<file path="config.mk">
export PLATFORM = sky130hd
export DESIGN_NAME = arrow_sprite_renderer
export DESIGN_NICKNAME = d
export VERILOG_FILES = /design/src/rtl/arrow_pkg.sv /design/src/rtl/frame_edge_sync.sv /design/src/rtl/arrow_sprite_renderer.sv
export SDC_FILE = /design/constraint.sdc
export NUM_CORES = 2
export LEC_CHECK = 0
export ABC_AREA = 1
export CORE_AREA = 5 5 637 639
export CTS_CLUSTER_DIAMETER = 200
export DETAILED_ROUTE_END_ITERATION = 12
export DIE_AREA = 0 0 642 644
export SYNTH_ARGS = -nofsm -noshare
export SYNTH_HDL_FRONTEND = slang
export SYNTH_SLANG_ARGS = --single-unit
</file>
<file path="constraint.sdc">
create_clock -name Clk -period 3.67 [get_ports Clk]
set_clock_uncertainty 0.2 [all_clocks]
set_input_delay 0.734 -clock Clk [delete_from_list [all_inputs] [get_ports Clk]]
set_output_delay 0.734 -clock Clk [all_outputs]
set_load 0.005 [all_outputs]
</file>
<file path="src/rtl/arrow_pkg.sv">
// Shared types and constants for the arrow lane renderers.
// Sprite geometry, colour indices and flash FSM states.
package arrow_pkg;

  localparam int unsigned SPRITE_W_C     = 40;
  localparam int unsigned SPRITE_H_C     = 40;
  localparam int unsigned BITMAP_BITS_C  = 1600;

  typedef enum logic [1:0] {
    CLR_NONE   = 2'd0,
    CLR_NORMAL = 2'd1,
    CLR_FLASH  = 2'd2
  } color_idx_t;

  typedef enum logic [1:0] {
    IDLE  = 2'd0,
    FLASH = 2'd1,
    DONE  = 2'd2
  } flash_state_t;

endpackage

</file>
<file path="src/rtl/frame_edge_sync.sv">
// Two-flop synchronizer for a level frame strobe plus a
// one-cycle pulse on each synchronized rising edge.
module frame_edge_sync (
  input  logic clk,
  input  logic rst_n,
  input  logic async_i,
  output logic edge_o
);

  logic [2:0] sync_q;
  logic [2:0] sync_d;

  always_comb begin
    sync_d = {sync_q[1:0], async_i};
  end

  always_ff @(posedge clk or negedge rst_n) begin
    if (!rst_n) sync_q <= '0;
    else        sync_q <= sync_d;
  end

  assign edge_o = sync_q[1] & ~sync_q[2];

endmodule

</file>
<file path="src/rtl/arrow_sprite_renderer.sv">
// Per-pixel arrow lookup with per-frame shadowing and hit flash.
// Optional ARROW_MIRROR_EN adds a horizontal-flip input.
module arrow_sprite_renderer
  import arrow_pkg::*;
#(
  parameter int unsigned SPRITE_W     = SPRITE_W_C,
  parameter int unsigned SPRITE_H     = SPRITE_H_C,
  parameter int unsigned FLASH_FRAMES = 8
) (
  input  logic                         Clk,
  input  logic                         Reset_n,
  input  logic                         frame_clk,
  input  logic [9:0]                   DrawX,
  input  logic [9:0]                   DrawY,
  input  logic [9:0]                   drop_x,
  input  logic [9:0]                   drop_y,
  input  logic [SPRITE_W*SPRITE_H-1:0] arrow,
  input  logic                         score,
`ifdef ARROW_MIRROR_EN
  input  logic                         mirror,
`endif
  output logic                         arrow_on,
  output logic [1:0]                   color_idx,
  output logic                         hit_flash
);

  localparam int unsigned BITS = SPRITE_W * SPRITE_H;

  logic frame_edge;

  frame_edge_sync u_sync (
    .clk    (Clk),
    .rst_n  (Reset_n),
    .async_i(frame_clk),
    .edge_o (frame_edge)
  );

  logic [9:0]      sx_q, sx_d, sy_q, sy_d;
  logic [BITS-1:0] sbm_q, sbm_d;
  logic            sscore_q, sscore_d;
  logic            smir_q, smir_d;
  flash_state_t    state_q, state_d;
  logic [7:0]      cnt_q, cnt_d;
  logic            in_box_q, in_box_d;
  logic [10:0]     idx_q, idx_d;
  logic            on_q, on_d;
  color_idx_t      color_q, color_d;

  // Shadows only move on the frame edge so one frame never tears.
  always_comb begin
    sx_d     = sx_q;
    sy_d     = sy_q;
    sbm_d    = sbm_q;
    sscore_d = sscore_q;
    smir_d   = smir_q;
    if (frame_edge) begin
      sx_d     = drop_x;
      sy_d     = drop_y;
      sbm_d    = arrow;
      sscore_d = score;
`ifdef ARROW_MIRROR_EN
      smir_d   = mirror;
`else
      smir_d   = 1'b0;
`endif
    end
  end

  always_comb begin
    state_d = state_q;
    cnt_d   = cnt_q;
    if (frame_edge) begin
      unique case (state_q)
        IDLE: begin
          if (score && !sscore_q) begin
            cnt_d   = 8'(FLASH_FRAMES - 1);
            state_d = FLASH;
          end
        end
        FLASH: begin
          if (cnt_q == 8'd0) state_d = DONE;
          else               cnt_d   = cnt_q - 8'd1;
        end
        DONE: begin
          if (!score) state_d = IDLE;
        end
        default: state_d = IDLE;
      endcase
    end
  end

  logic [10:0] x11, y11, sx11, sy11, col11;
  logic [9:0]  dx, dy;

  // Eleven-bit compares keep a right-clipped sprite from wrapping.
  always_comb begin
    x11      = {1'b0, DrawX};
    y11      = {1'b0, DrawY};
    sx11     = {1'b0, sx_q};
    sy11     = {1'b0, sy_q};
    dx       = DrawX - sx_q;
    dy       = DrawY - sy_q;
    in_box_d = (x11 >= sx11) && (x11 < sx11 + 11'(SPRITE_W)) &&
               (y11 >= sy11) && (y11 < sy11 + 11'(SPRITE_H));
    col11    = {1'b0, dx};
    if (smir_q) col11 = 11'(SPRITE_W - 1) - {1'b0, dx};
    idx_d    = {1'b0, dy} * 11'(SPRITE_W) + col11;
  end

  always_comb begin
    on_d = in_box_q && (idx_q < 11'(BITS)) && sbm_q[idx_q];
    if (!on_d)                color_d = CLR_NONE;
    else if (state_q == FLASH) color_d = CLR_FLASH;
    else                      color_d = CLR_NORMAL;
  end

  always_ff @(posedge Clk or negedge Reset_n) begin
    if (!Reset_n) begin
      sx_q     <= '0;
      sy_q     <= '0;
      sbm_q    <= '0;
      sscore_q <= 1'b0;
      smir_q   <= 1'b0;
      state_q  <= IDLE;
      cnt_q    <= '0;
      in_box_q <= 1'b0;
      idx_q    <= '0;
      on_q     <= 1'b0;
      color_q  <= CLR_NONE;
    end else begin
      sx_q     <= sx_d;
      sy_q     <= sy_d;
      sbm_q    <= sbm_d;
      sscore_q <= sscore_d;
      smir_q   <= smir_d;
      state_q  <= state_d;
      cnt_q    <= cnt_d;
      in_box_q <= in_box_d;
      idx_q    <= idx_d;
      on_q     <= on_d;
      color_q  <= color_d;
    end
  end

  assign arrow_on  = on_q;
  assign color_idx = color_q;
  assign hit_flash = (state_q == FLASH);

endmodule

</file>
==> results.txt <==
outcome: finished clean
DRT Wirelength: 376,000 um
Slew Viols, Final: 0
post-route ant nets: 0
max frequency: 280 MHz
TritonRoute pass-1 iters: 8
Synth Cell Area: 78,600 um^2
Largest delay share family, worst path: adder cells
worst path required time: 4.25 ns
Worst slew margin: 30.3%
ys async rst share: 100%
Final Hold Fails: 0
CTS tree: built
Comb power frac: 34.0%
VDD IR max: 0.000614 V
Post-synth EDFFs: 0
CP Capture Point: idx_q[10]
Post-Syn Nets: 12,400
CP max stage cell: fa_2
area leader, netlist: dfrtp_1
sw frac: 36.8%
clock latency at the later pin of the worst-skew pair: 0.84 ns
sequential share of the synthesized area: 52.5%
H-tree Lvls: 4
ys flop type: dfrtp_1
DR iter-0 viols: 7,877
CP most frequent cell: inv_2
vias in the first global route: 76,600
Max Fanout on Critical Path: 3
Clock Sinks: 1,649
initial antenna violation count: 81
CTS Buf Count: 193
Core ar.: 399,000 um^2
leakage power total: 53.6 nW
DIE HEIGHT: 644 um
largest net degree at the start of global routing: 178
maxcap violations: 0
worst r2r dst: color_idx[1]
Hold WC Path Type: input pin to register
worst reg2reg path startpoint: idx_q[0]
Slew @ Worst Pin: 1.05 ns
Startpoint Class: input pin
crit-path max cell delay: 0.60 ns
Clock Power Share: 31.2%
Wirelength per Cell: 21.2 um
pre-CTS WS: -0.905 ns
Synth Instances: 10,700
top cells by area, synth: dfrtp_1 (52%), nand2_1 (31%), nand3_1 (9.7%)
Via-to-Cell Ratio: 4.41
nets@finish: 14,000
row count: 232
FF-to-FF setup slack: 0.14 ns
CTS root buffer: clkbuf_16
crit path DAT: 4.15 ns
CP Depth: 19
routability cong.: 0.903
P per Cell Area: 575 nW/um^2
Setup Total Neg Slack: 0 ns
Critical path buffers and inverters: 6
Worst Setup SP: DrawY[0]
setup violators final: 0
Distinct cells, synth: 37
layout cells sized above 1: 6.38%
Synth top area share: 52.5%
Die X: 642 um
GRT Residual Overflow: 0
NetSw: 23.4 mW
Pint: 40.1 mW
final core utilization: 27.7%
Initial Util: 19.7%
Mean Syn Cell Area: 7.35 um^2
Final min period: 3.57 ns
I/O pin count: 1,648
Synth top cells by count: nand2_1 (6,389), dfrtp_1 (1,649), nand3_1 (1,527), clkbuf_1 (427), buf_2 (188)
detailed-route via count: 78,200
Clk pin slew, worst setup/hold paths: 0.06 ns
sequential share of power: 34.8%
first-pass GRT wire length: 532,000 um
area grow syn2layout: 40.4%
flops & latches, synth: 1,649
Register-to-Register Path Depth: 20
total track usage: 17.2%
setup ws final: 0.0993 ns
Synth Warn #: 0
Critical Path End Type: register
Final Cycle Share: 97.3%
cell with the most instances after synthesis: nand2_1
Critical Setup Path Class: input pin to register
CP Cell Sequence: clkdlybuf4s50_1 > buf_4 > inv_12 > ha_4 > inv_2 > fa_2 > inv_2 > o21ai_2 > xor2_2 > ha_1 > fa_2 > ha_4 > inv_2 > o21bai_2 > nand2_1 > nand2_1 > a21oi_2 > xor2_1 > xnor2_1
Die Footprint: 413,000 um^2
DP HPWL: 282,000 um
DRC violations left: 0
clock buffer depth: 4
I/O Buffers: 1,647
power by group through the flow:
stage	logic, mW	clock network [mW]	registers, mW
floorplan	9.92	0	21.8
global placement	21.6	0	22.3
detailed placement	21.7	0	22.4
CTS	21.8	20.2	22.1
global route	23.7	20.9	22.4
finish	21.6	19.8	22.1
how the worst min path moves through the flow:
stage	startpoint	to	slack [ns]	cells after the start
final	frame_clk	u_sync.sync_q[0]	0.13	1
after global routing	frame_clk	u_sync.sync_q[0]	0.06	1
after CTS	frame_clk	u_sync.sync_q[0]	0.02	1
after detailed placement	u_sync.sync_q[0]	u_sync.sync_q[1]	0.19	0
after global placement	u_sync.sync_q[1]	u_sync.sync_q[2]	0.18	0
after floorplan	u_sync.sync_q[0]	u_sync.sync_q[1]	0.13	0
cells in the final DEF, fill, tap and decap left out, drive strengths merged, types with 26 or more instances in the layout:
cell type and instances:
buf 429, nor2 53, clkinv 34, clkbuf 272, nand3 1527, clkdlybuf4s50 1646
a21oi 45, o21ai 90, nand2 6389, diode 66, xor2 26, inv 106
ha 54, dfrtp 1649
through the flow:
| step | std cells | area [um^2] | total power, mW | hold slack [ns] |
|---|---|---|---|---|
| 3_3_place_gp | 17300 | 103000 | 43.9 | 0.181 |
| 6_report | 17700 | 110000 | 63.5 | 0.126 |
| 5_1_grt | 17700 | 110000 | 67.0 | 0.0607 |
| 2_1_floorplan | 10700 | 78700 | 31.7 | 0.131 |
| 3_5_place_dp | 17300 | 103000 | 44.1 | 0.186 |
| 4_1_cts | 17700 | 110000 | 64.1 | 0.0196 |
area by class of cell:
| class | instances | area, um^2 |
|---|---|---|
| well taps | 5265 | 6590 |
| clock buffers | 268 | 5540 |
| multi-input cells | 8246 | 34100 |
| clock inverters | 67 | 858 |
| inverters | 95 | 438 |
| repair buffers | 2080 | 21300 |
| diodes | 66 | 165 |
| repair inverters | 1 | 11.3 |
| fillers | 43300 | 288000 |
| flip-flops and latches | 1649 | 41300 |
flip-flops by register name (all words and copies together) (netlist names):
signal	count
cnt_q	8
sx_q	10
sscore_q	1
sbm_q	1600
color_idx	2
in_box_q	1
arrow_on	1
idx_q	11
state_q	2
u_sync.sync_q	3
sy_q	10
layer usage:
metal  vias to the layer above  track usage, %  wire length (um)
li1                      36700               -                 -
met1                     37700            22.3            157000
met2                      3128            27.9            177000
met3                       625            2.84             24800
met4                        26            7.73             16700
met5                         -               0               165
kinds of logic (layout without fill, tap and decap cells):
family          after synthesis  after routing  synth area share, %
other cells                   0             66                    0
xor+xnor                     34             34                0.379
simple gates               7984           7984                 40.6
fa+ha+maj                    58             58                0.961
compound gates              170            170                 1.21
flops                      1649           1649                 52.5
buf+inv                     804           2511                 4.36
timing repair:
item                                    in CTS  in global routing
resized for setup                            6                 45
pin swaps                                    0                  6
hold endpoints to repair                    34                  0
setup buffers                                0                  9
endpoints found under the setup margin       3                  4
hold buffers                                 1                  0
gates cloned                                 0                  5
Power figures use the tool's default switching activity.
